==> src/rtl/mult_div_unit_if.sv <==
// Execute-stage handshake and data bundle between the controller and the
// iterative multiply/divide unit.
interface mult_div_unit_if;
    logic [1:0]  MDConf;
    logic        Start;
    logic [31:0] In1;
    logic [31:0] In2;
    logic        WriteHi;
    logic        WriteLo;
    logic [31:0] WriteData;
    logic        Busy;
    logic        Done;
    logic [31:0] Hi;
    logic [31:0] Lo;

    modport master (
        output MDConf, Start, In1, In2, WriteHi, WriteLo, WriteData,
        input  Busy, Done, Hi, Lo
    );

    modport slave (
        input  MDConf, Start, In1, In2, WriteHi, WriteLo, WriteData,
        output Busy, Done, Hi, Lo
    );
endinterface

==> src/rtl/mult_div_unit.sv <==
// Iterative 32-bit multiply (radix-2 shift-add) / divide (restoring) unit
// with HI/LO result registers; 33 cycles from accepted Start to Done.
module mult_div_unit (
    input  logic           clk,
    input  logic           reset,
    mult_div_unit_if.slave bus
);
    typedef enum logic [1:0] {IDLE, CALC, FIX, DONE} state_t;

    state_t      state, state_next;
    logic [4:0]  count;
    logic        is_div;
    logic        neg_lo, neg_hi;
    logic [31:0] operand;
    logic [63:0] acc;
    logic [31:0] hi_q, lo_q;

    logic        start_ok;
    logic        signed_op, a_neg, b_neg;
    logic [31:0] a_mag, b_mag;
    logic [32:0] mul_sum, div_shift, div_trial;
    logic [63:0] acc_step, prod_fixed;
    logic        busy, done;

    assign start_ok  = bus.Start && (state == IDLE || state == DONE);
    assign signed_op = ~bus.MDConf[0];
    assign a_neg     = signed_op & bus.In1[31];
    assign b_neg     = signed_op & bus.In2[31];
    assign a_mag     = a_neg ? (~bus.In1 + 32'd1) : bus.In1;
    assign b_mag     = b_neg ? (~bus.In2 + 32'd1) : bus.In2;

    always_ff @(posedge clk) begin
        if (reset) state <= IDLE;
        else       state <= state_next;
    end

    always_comb begin
        state_next = state;
        busy       = 1'b0;
        done       = 1'b0;
        case (state)
            IDLE: if (start_ok) state_next = CALC;
            CALC: begin
                busy = 1'b1;
                if (count == 5'd31) state_next = FIX;
            end
            FIX: begin
                busy       = 1'b1;
                state_next = DONE;
            end
            DONE: begin
                done       = 1'b1;
                state_next = start_ok ? CALC : IDLE;
            end
            default: state_next = IDLE;
        endcase
    end

    // Multiply: acc = {partial product, remaining multiplier bits}.
    // Divide:   acc = {partial remainder, remaining dividend / quotient bits}.
    always_comb begin
        mul_sum    = {1'b0, acc[63:32]} + (acc[0] ? {1'b0, operand} : 33'd0);
        div_shift  = {acc[63:32], acc[31]};
        div_trial  = div_shift - {1'b0, operand};
        acc_step   = '0;
        if (is_div) begin
            if (!div_trial[32]) acc_step = {div_trial[31:0], acc[30:0], 1'b1};
            else                acc_step = {div_shift[31:0], acc[30:0], 1'b0};
        end else begin
            acc_step = {mul_sum, acc[31:1]};
        end
        prod_fixed = neg_lo ? (64'd0 - acc) : acc;
    end

    always_ff @(posedge clk) begin
        if (reset) begin
            count   <= '0;
            is_div  <= 1'b0;
            neg_lo  <= 1'b0;
            neg_hi  <= 1'b0;
            operand <= '0;
            acc     <= '0;
            hi_q    <= '0;
            lo_q    <= '0;
        end else begin
            case (state)
                IDLE, DONE: begin
                    if (start_ok) begin
                        count  <= '0;
                        is_div <= bus.MDConf[1];
                        if (bus.MDConf[1]) begin
                            operand <= b_mag;
                            acc     <= {32'd0, a_mag};
                            // Zero divisor keeps the all-ones quotient unsigned.
                            neg_lo  <= (a_neg ^ b_neg) && (bus.In2 != 32'd0);
                            neg_hi  <= a_neg;
                        end else begin
                            operand <= a_mag;
                            acc     <= {32'd0, b_mag};
                            neg_lo  <= a_neg ^ b_neg;
                            neg_hi  <= a_neg ^ b_neg;
                        end
                    end
                    if (bus.WriteHi) hi_q <= bus.WriteData;
                    if (bus.WriteLo) lo_q <= bus.WriteData;
                end
                CALC: begin
                    acc   <= acc_step;
                    count <= count + 5'd1;
                end
                FIX: begin
                    if (is_div) begin
                        lo_q <= neg_lo ? (32'd0 - acc[31:0])  : acc[31:0];
                        hi_q <= neg_hi ? (32'd0 - acc[63:32]) : acc[63:32];
                    end else begin
                        lo_q <= prod_fixed[31:0];
                        hi_q <= prod_fixed[63:32];
                    end
                end
                default: ;
            endcase
        end
    end

    assign bus.Busy = busy;
    assign bus.Done = done;
    assign bus.Hi   = hi_q;
    assign bus.Lo   = lo_q;
endmodule

==> src/flat_wrapper.sv <==
// flat-port wrapper written by rule: the top's interface ports become plain ports
module mult_div_unit_flat 
  (clk, reset, bus_MDConf, bus_Start, bus_In1, bus_In2, bus_WriteHi, bus_WriteLo, bus_WriteData, bus_Busy, bus_Done, bus_Hi, bus_Lo);
  mult_div_unit_if bus_i ();
  input  logic clk;
  input  logic reset;
  input wire logic [$bits(bus_i.MDConf)-1:0] bus_MDConf;
  input wire logic [$bits(bus_i.Start)-1:0] bus_Start;
  input wire logic [$bits(bus_i.In1)-1:0] bus_In1;
  input wire logic [$bits(bus_i.In2)-1:0] bus_In2;
  input wire logic [$bits(bus_i.WriteHi)-1:0] bus_WriteHi;
  input wire logic [$bits(bus_i.WriteLo)-1:0] bus_WriteLo;
  input wire logic [$bits(bus_i.WriteData)-1:0] bus_WriteData;
  output wire logic [$bits(bus_i.Busy)-1:0] bus_Busy;
  output wire logic [$bits(bus_i.Done)-1:0] bus_Done;
  output wire logic [$bits(bus_i.Hi)-1:0] bus_Hi;
  output wire logic [$bits(bus_i.Lo)-1:0] bus_Lo;
  assign bus_i.MDConf = bus_MDConf;
  assign bus_i.Start = bus_Start;
  assign bus_i.In1 = bus_In1;
  assign bus_i.In2 = bus_In2;
  assign bus_i.WriteHi = bus_WriteHi;
  assign bus_i.WriteLo = bus_WriteLo;
  assign bus_i.WriteData = bus_WriteData;
  assign bus_Busy = bus_i.Busy;
  assign bus_Done = bus_i.Done;
  assign bus_Hi = bus_i.Hi;
  assign bus_Lo = bus_i.Lo;
  mult_div_unit u_core (.clk(clk), .reset(reset), .bus(bus_i));
endmodule
==> config.mk <==
export PLATFORM = sky130hd
export DESIGN_NAME = mult_div_unit_flat
export DESIGN_NICKNAME = d
export VERILOG_FILES = /design/src/rtl/mult_div_unit_if.sv /design/src/rtl/mult_div_unit.sv /design/src/flat_wrapper.sv
export SDC_FILE = /design/constraint.sdc
export NUM_CORES = 1
export LEC_CHECK = 0
export BUFFER_PORTS_ARGS = -buffer_cell sky130_fd_sc_hd__buf_2
export CAP_MARGIN = 15
export CORE_MARGIN = 2
export CORE_UTILIZATION = 61
export DETAILED_ROUTE_END_ITERATION = 8
export PLACE_DENSITY = 0.83
export RECOVER_POWER = 25
export SYNTH_ARGS = -nofsm -noshare
export SYNTH_HDL_FRONTEND = slang
export SYNTH_SLANG_ARGS = --single-unit
==> constraint.sdc <==
create_clock -name clk -period 4.4 [get_ports clk]
set_input_delay 0 -clock clk [delete_from_list [all_inputs] [get_ports clk]]
set_output_delay 0 -clock clk [all_outputs]
set_load 0.02 [all_outputs]
Word level (Yosys, flattened, before mapping)

Cells that the tools add are included.

Word-level logic and storage cells: 74
Flip-flop bits (word level): 170
Output and inout port bits: 66
Bits of input ports: 103

Reductions and logical operators: 14
Multiplexer cells: 28
Bitwise gates (word level): 6
$add $sub $neg: 8
Eq/ne operators: 9

Operator list:

| kind                                                  | number |
|---|---|
| 2-to-1 mux 32 bit                                     | 11 |
| 2-to-1 mux 64 bit                                     | 4 |
| one-hot mux 32 bit (2 select lines)                   | 2 |
| one-hot mux 64 bit (2 select lines)                   | 1 |
| adder 32 x 1 -> 32 bit, second input constant         | 2 |
| inverter 32 bit                                       | 2 |
| subtractor 1 x 32 -> 32 bit, first input constant     | 2 |
| subtractor 1 x 64 -> 64 bit, first input constant     | 1 |
| adder 32 x 33 -> 33 bit                               | 1 |
| subtractor 33 x 32 -> 33 bit                          | 1 |
| nonzero test 32 bit                                   | 1 |
| one-hot mux 5 bit (2 select lines)                    | 1 |
| AND reduction 2 bit                                   | 5 |
| one-hot mux 2 bit (4 select lines)                    | 1 |
| inequality test 2 x 1 -> 1 bit, second input constant | 3 |
| adder 5 x 1 -> 5 bit, second input constant           | 1 |
| == test 5 bit, second input constant                  | 1 |
| 2-to-1 mux 1 bit                                      | 5 |
| 2-to-1 mux 5 bit                                      | 1 |
| == test 2 bit, second input constant                  | 2 |
| 2-to-1 mux 2 bit                                      | 2 |
| inequality test 2 bit, second input constant          | 2 |
| nonzero test 2 bit                                    | 2 |
| OR reduction 2 bit                                    | 2 |
| 7 further kinds                                       | 9 |

Logic depth before layout (Yosys ltp)

Gate-level depths: netlist of the first run.

Depth in word-level cells: 6
Gate-level depth with buffers: 15

Worst setup path before layout of the first run

No wires, ideal clock.

Kind: register to register
Start point: reg u_core.acc[0]
End point: reg u_core.acc[58]
Arrival time: 3198 ps
Data required time: 4331 ps
Stages on the path, launching flop included: 15
Setup slack: 1134 ps
Setup time: 69 ps
Path through: dfxtp_1 clkbuf_1 inv_1 clkbuf_1 nor2_1 ha_1 a21o_1 a21o_1 a221oi_1 a2111oi_0 o31a_1 a31o_2 a31o_1 a211o_1 o21ai_1

Cells in the longest elaborated chain, start to end: 4

Ends and longest elaborated chain:

| what                                | line                 | RTL |
|---|---|---|
| from (decl)                         | mult_div_unit.sv:15  | `logic [63:0] acc;` |
| from (signal assigned)              | mult_div_unit.sv:93  | `acc <= {32'd0, a_mag};` |
| from (signal assigned)              | mult_div_unit.sv:99  | `acc <= {32'd0, b_mag};` |
| from (signal assigned)              | mult_div_unit.sv:108 | `acc <= acc_step;` |
| 2-to-1 mux 32 bit                   | mult_div_unit.sv:62  | `mul_sum = {1'b0, acc[63:32]} + (acc[0] ? {1'b0, operand} : 33'd0);` |
| adder 32 x 33 -> 33 bit             | mult_div_unit.sv:62  |  |
| 2-to-1 mux 64 bit                   | mult_div_unit.sv:66  | `if (is_div) begin` |
| one-hot mux 64 bit (2 select lines) | mult_div_unit.sv:86  | `case (state)` |

No other way between the ends.
A chain may end at the register's enable or synchronous reset.

Worst setup path after layout of the first run

Start point: reg u_core.acc[32]
End point: reg u_core.acc[41]

Cells in the longest elaborated chain, start to end: 4
Elaborated cells between the ends (all ways): 5

Ends and longest elaborated chain:

| what                                  | line                | RTL |
|---|---|---|
| subtractor 33 x 32 -> 33 bit          | mult_div_unit.sv:64 | `div_trial = div_shift - {1'b0, operand};` |
| 2-to-1 mux 64 bit                     | mult_div_unit.sv:67 | `if (!div_trial[32]) acc_step = {div_trial[31:0], acc[30:0], 1'b1};` |
| 2-to-1 mux 64 bit *                   | mult_div_unit.sv:66 |  |
| one-hot mux 64 bit (2 select lines) * | mult_div_unit.sv:86 |  |

Every way passes the cells marked *; elsewhere a longest branch is shown, timed or not.

==> results of run 1 <==
[cell families (layout without fill, tap and decap cells)]
family / Yosys count / in the layout / share of synthesized area (%)
AND/OR/NAND/NOR: 674 / 674 / 21.1
AO/OA/AOI/OAI: 640 / 640 / 28.0
buffers and inverters: 212 / 327 / 5.57
flip-flops: 170 / 170 / 22.9
XOR/XNOR: 167 / 167 / 9.98
multiplexers: 85 / 85 / 5.82
adder cells (fa/ha/maj): 77 / 77 / 6.59
[stage by stage]
| step | total power [mW] | area (um2) |
|---|---|---|
| finish | 8.41 | 16500 |
| detailed placement | 6.78 | 15900 |
| floorplan | 5.41 | 14800 |
| CTS | 8.31 | 16600 |
| global route | 8.84 | 16500 |
| global placement | 6.67 | 15900 |
[worst max-delay path, stage by stage, from the launching register on]
cell and delay [ns]:
dfxtp_1 0.49, inv_1 0.17, fa_1 0.47, and2b_1 0.23, o31ai_1 0.09, a311o_1 0.34
o21ai_2 0.24, nand2_2 0.13, o41ai_4 0.52, xor2_4 0.44, buf_4 0.34, mux2i_1 0.22
o221ai_1 0.13
[state kept, by name, summed over array words and instances, names as in the netlist]
| signal | count |
|---|---|
| u_core.bus.Hi | 32 |
| u_core.operand | 32 |
| u_core.is_div | 1 |
| u_core.state | 2 |
| u_core.count | 5 |
| u_core.neg_lo | 1 |
| u_core.acc | 64 |
| u_core.bus.Lo | 32 |
| u_core.neg_hi | 1 |
[power breakdown]
part / internal, mW / switching, mW
combinational: 1.52 / 2.98
clock: 0.757 / 0.774
sequential: 1.94 / 0.441
[cell usage in the layout, fill, tap and decap left out, types with 14 or more instances in the layout]
| cell type | instances |
|---|---|
| nand3_1 | 26 |
| buf_4 | 39 |
| inv_1 | 73 |
| clkbuf_1 | 59 |
| ha_1 | 74 |
| nand2_1 | 173 |
| clkbuf_16 | 17 |
| xor2_1 | 86 |
| o211ai_1 | 30 |
| dlygate4sd3_1 | 15 |
| a21o_1 | 27 |
| o21ai_1 | 24 |
| o31ai_1 | 22 |
| o21ai_0 | 103 |
| nand2b_1 | 16 |
| mux2i_1 | 74 |
| buf_2 | 108 |
| nor2b_1 | 14 |
| nor2_1 | 276 |
| nor3_1 | 52 |
| dfxtp_1 | 169 |
| a21oi_1 | 182 |
| a31oi_1 | 22 |
| a211oi_1 | 84 |
| xnor2_1 | 80 |
| a22oi_1 | 23 |
[layer usage]
| metal | track usage, % | wire (um) |
|---|---|---|
| met1 | 51.3 | 21000 |
| met4 | 21.9 | 3120 |
| met2 | 63.9 | 23700 |
| met3 | 4.36 | 4250 |
| met5 | 0 | 0 |
[worst paths after layout]
| path | startpoint | end | slack (ns) |
|---|---|---|---|
| hold / removal | bus_WriteData[29] | u_core.bus.Hi[29] | 0.01 |
| hold reg to reg | u_core.operand[18] | u_core.operand[18] | 0.46 |
| setup reg to reg | u_core.acc[32] | u_core.acc[41] | 0.42 |
| setup / recovery | u_core.acc[32] | u_core.acc[41] | 0.42 |
[repair_timing]
action,4_1_cts,5_1_grt
gates resized for setup,0,0
hold endpoints to repair,17,0
hold buffers,15,0
setup endpoints to repair,0,0
buffers inserted,0,0
[cell type report]
cell class / instances / share of cell area [%]
multi-input cells: 1643 / 64.4
flip-flops and latches: 170 / 20.6
repair buffers: 221 / 7.29
clock buffers: 17 / 2.57
well taps: 324 / 2.45
inverters: 75 / 1.70
clock inverters: 14 / 0.939
==> results.md, run 1 <==
- Hold Crit Depth: 4
- Slew margin rel.: 20.2%
- Synth Instances: 2025
- IO Count: 169
- LEAKAGE: 6.63 nW
- Inserted Diodes: 0
- Post-synth ARST share: 0%
- Vias in the first global route: 14700
- Final worst setup slack: 0.418 ns
- Avg Synthesized Cell Area: 7.33 um2
- Hold Crit Class: in2reg
- Min cycle time layout: 3.98 ns
- Core ar.: 24100 um2
- EDFF count, synth: 0
- Worst-path clk slew: 0.08 ns
- Top_reg_cell synth: dfxtp_1
- Syn-to-layout area delta: 11.3%
- Unrepaired setup endpoints after global routing: false
- Most common cell in the synthesized netlist: nor2_1
- Crit. End Element: flip-flop
- Post-synthesis sequential area ratio: 22.9%
- Layout cells sized above 1: 10.5%
- Routed length per instance: 21.1 um
- Detailed router's first-iteration violation count: 2096
- CTS Sinks: 170
- Min Hold Slack: 0.0144 ns
- Row Count: 57
- Register area: 3400 um2
- Final WL: 52100 um
- Commonest cells in the netlist: nor2_1 (277), a21oi_1 (183), nand2_1 (173)
- Initial Util: 61.6%
- Die Y: 160 um
- Routed vias/inst: 6.55
- Final Hold Vio Count: 0
- Most area-consuming cells after synthesis: dfxtp_1 (23%), nor2_1 (7.0%), ha_1 (6.3%)
- Pwr per Cell Area: 509 nW/um2
- Final setup fails: 0
- Setup crit start kind: flip-flop
- Worst-Skew Late Latency: 0.45 ns
- Horiz. Die Dim: 160 um
- Antenna viol nets, final: 0
- Residual DRC: 0
- Largest net degree at the start of global routing: 76
- Setup_tns: 0 ns
- GRT overflow: 0
- Pre-antenna DRT Iters: 7
- Maximum VDD drop: 0.436 mV
- Post-synthesis cell type count: 89
- Clk buf depth: 2
- Routability cong.: 1.09
- Place WS: 0.498 ns
- Synth top area share: 22.9%
- Placed Cells: 2418
- CP required: 4.68 ns
- First-pass GRT wire length: 80400 um
- Fillers: 2144
- Synth Register Bits: 170
- Max Clk Rate: 251 MHz
- Die ar.: 25600 um2
- Number of H-tree levels: 4
- Post-DP HPWL: 39600 um
- # Max-Cap Violations: 0
- Crit path kind: reg2reg
- Tcrit/Tclk final: 90.5%
- Initial antenna violation count: 0
- Clock skew: 0.0221 ns
- Syn Std Cell Area: 14800 um2
- Critical path arrival: 4.26 ns
- CTS root buf: clkbuf_16
- Finished Layout Cells: 2464
- Yosys synthesis warning count: 0
- Footprint of the multi-input gates: 10600 um2
- Synth area leader: dfxtp_1
- Slew Limit Fails: 0
- Crit Path Max Fanout: 12
- Total CTS buffers: 17
- Status: finished clean
- GRT Util Overall: 39.4%
- CTS tree: built
- Layout net count: 2308
- Worst-Margin Slew: 1.20 ns
- Vias post-DR: 16100
- Post-layout util: 68.6%
- Worst R2R Path Depth: 12
- Synth Net Count: 2205
- Port bufs: 168
Power figures use the tool's default switching activity.
==> inputs of run 2 (changes only) <==
- CORE_UTILIZATION: 61 -> 53
- PLACE_DENSITY: 0.83 -> 0.73
==> run 2 against run 1 <==
Critical path depth stayed put. Final cell count increased by 2.4%. Global-route usage is 3.8 points lower. Routed wire length is 1.7% higher. Worst hold slack got worse by 0.0043 ns. Core utilization is 8.5 points lower.
==> results.md, run 2 (synthesized netlist as in run 1, its figures left out) <==
- Vias in the first global route: 14600
- Slew margin rel.: 21.5%
- LEAKAGE: 6.67 nW
- Maximum VDD drop: 0.404 mV
- Vias post-DR: 15900
- Max Clk Rate: 252 MHz
- Largest register by flop count: u_core.acc
- CTS Sinks: 170
- Total CTS buffers: 17
- Routed length per instance: 21.0 um
- CTS tree: built
- Core ar.: 27700 um2
- IO Count: 169
- Final WL: 53000 um
- Critical path arrival: 4.31 ns
- Setup crit start kind: flip-flop
- Pwr per Cell Area: 506 nW/um2
- Layout cells sized above 1: 10.7%
- Pre-antenna DRT Iters: 6
- CP required: 4.74 ns
- Routed vias/inst: 6.29
- Most frequent cells in the layout: nor2_1 (276), a21oi_1 (182), nand2_1 (173), dfxtp_1 (169), buf_2 (108)
- Die Y: 171 um
- Layout net count: 2311
- Largest net degree at the start of global routing: 74
- Status: finished clean
- Row Count: 61
- Crit Path Max Fanout: 10
- Routability cong.: 1.00
- Die ar.: 29400 um2
- Min cycle time layout: 3.97 ns
- Final Cell Area: 16600 um2
- Antenna viol nets, final: 0
- Horiz. Die Dim: 171 um
- Final Hold Vio Count: 0
- First-pass GRT wire length: 81500 um
- Largest stage delay, worst path: 0.52 ns
- Final worst setup slack: 0.426 ns
- Number of H-tree levels: 4
- Clk buf depth: 2
- CP max-delay cell: o41ai_4
- Initial Util: 53.6%
- Cell Area, Placed: 16000 um2
- Slew Limit Fails: 0
- Pwr Total: 8.42 mW
- Setup_tns: 0 ns
- Crit-path cells: inv_1 > fa_1 > and2b_1 > o31ai_1 > a311o_1 > o21ai_2 > nand2_2 > o41ai_4 > xor2_4 > buf_4 > mux2_2 > o221ai_1
- Syn-to-layout area delta: 12.1%
- Most common cell after layout, fill and taps aside: nor2_1
- GRT overflow: 0
- GRT Util Overall: 35.6%
- Residual DRC: 0
- Unrepaired setup endpoints after global routing: false
- CTS root buf: clkbuf_16
- Post-DP HPWL: 40600 um
- Crit path kind: reg2reg
- Final setup fails: 0
- Detailed router's first-iteration violation count: 1630
- Tcrit/Tclk final: 90.3%
- Fillers: 2636
- Worst-Margin Slew: 1.18 ns
- Worst-path clk slew: 0.08 ns
- Initial antenna violation count: 2
- # Max-Cap Violations: 0
- Clock skew: 0.0228 ns
- Worst-Skew Late Latency: 0.45 ns
- Hold Crit Class: in2reg
- Port bufs: 168
- Inserted Diodes: 0
- Max FFs per register: 64
- Place WS: 0.458 ns
- Crit. End Element: flip-flop
## run 2: layout make-up
| class | count | area (um2) | share of cell area [%] |
|---|---|---|---|
| Clock inverter | 15 | 186 | 1.12 |
| Multi-Input combinational cell | 1643 | 10600 | 64.0 |
| Sequential cell | 170 | 3400 | 20.5 |
| Tap cell | 378 | 473 | 2.84 |
| Clock buffer | 17 | 425 | 2.56 |
| Timing Repair Buffer | 224 | 1220 | 7.36 |
| Inverter | 75 | 282 | 1.69 |
## run 2: worst paths after layout
check / slack, ns / startpoint / to / cells after the start
min: 0.01 / bus_WriteData[21] / u_core.bus.Hi[21] / 4
max reg2reg: 0.43 / u_core.acc[32] / u_core.acc[32] / 12
max: 0.43 / u_core.acc[32] / u_core.acc[32] / 12
min reg2reg: 0.45 / u_core.operand[20] / u_core.operand[20] / 2
## run 2: report_power, final
| part | switching (mW) | internal [mW] | leakage [nW] |
|---|---|---|---|
| combinational | 2.95 | 1.51 | 4.98 |
| sequential | 0.425 | 1.94 | 1.39 |
| clock | 0.826 | 0.777 | 0.297 |
| total | 4.20 | 4.22 | 6.67 |
## run 2: what timing repair did
| item | in CTS | in global routing |
|---|---|---|
| endpoints found under the hold margin | 17 | 0 |
| gates resized for setup | 0 | 0 |
| hold buffers | 14 | 0 |
| buffers inserted | 0 | 0 |
| setup endpoints to repair | 0 | 0 |
## run 2: metal layers
metal	share of wire (%)	GRT usage, %	vias up
li1	-	-	7545
met1	42	46.0	7495
met2	47	59.6	699
met3	6.7	4.51	132
met4	4.4	15.3	4
met5	0.043	0	-
## run 2: worst max-delay path: cells and delay by family, from the launching register on
kind,cells,cell delay (ns)
fa+ha+maj,1,0.49
compound gates,5,1.37
xor+xnor,1,0.35
simple gates,2,0.37
buf+inv,2,0.45
mux,1,0.36
flops,1,0.49
## run 2: per-stage QoR
| stage | hold slack, ns | util, % | instances |
|---|---|---|---|
| 6_report | 0.0101 | 60.1 | 2522 |
| 5_1_grt | 0.0368 | 60.1 | 2522 |
| 4_1_cts | 0.000316 | 60.3 | 2522 |
| 3_5_place_dp | 0.361 | 57.6 | 2476 |
| 3_3_place_gp | 0.363 | 57.6 | 2476 |
| 2_1_floorplan | 0.189 | - | 2025 |
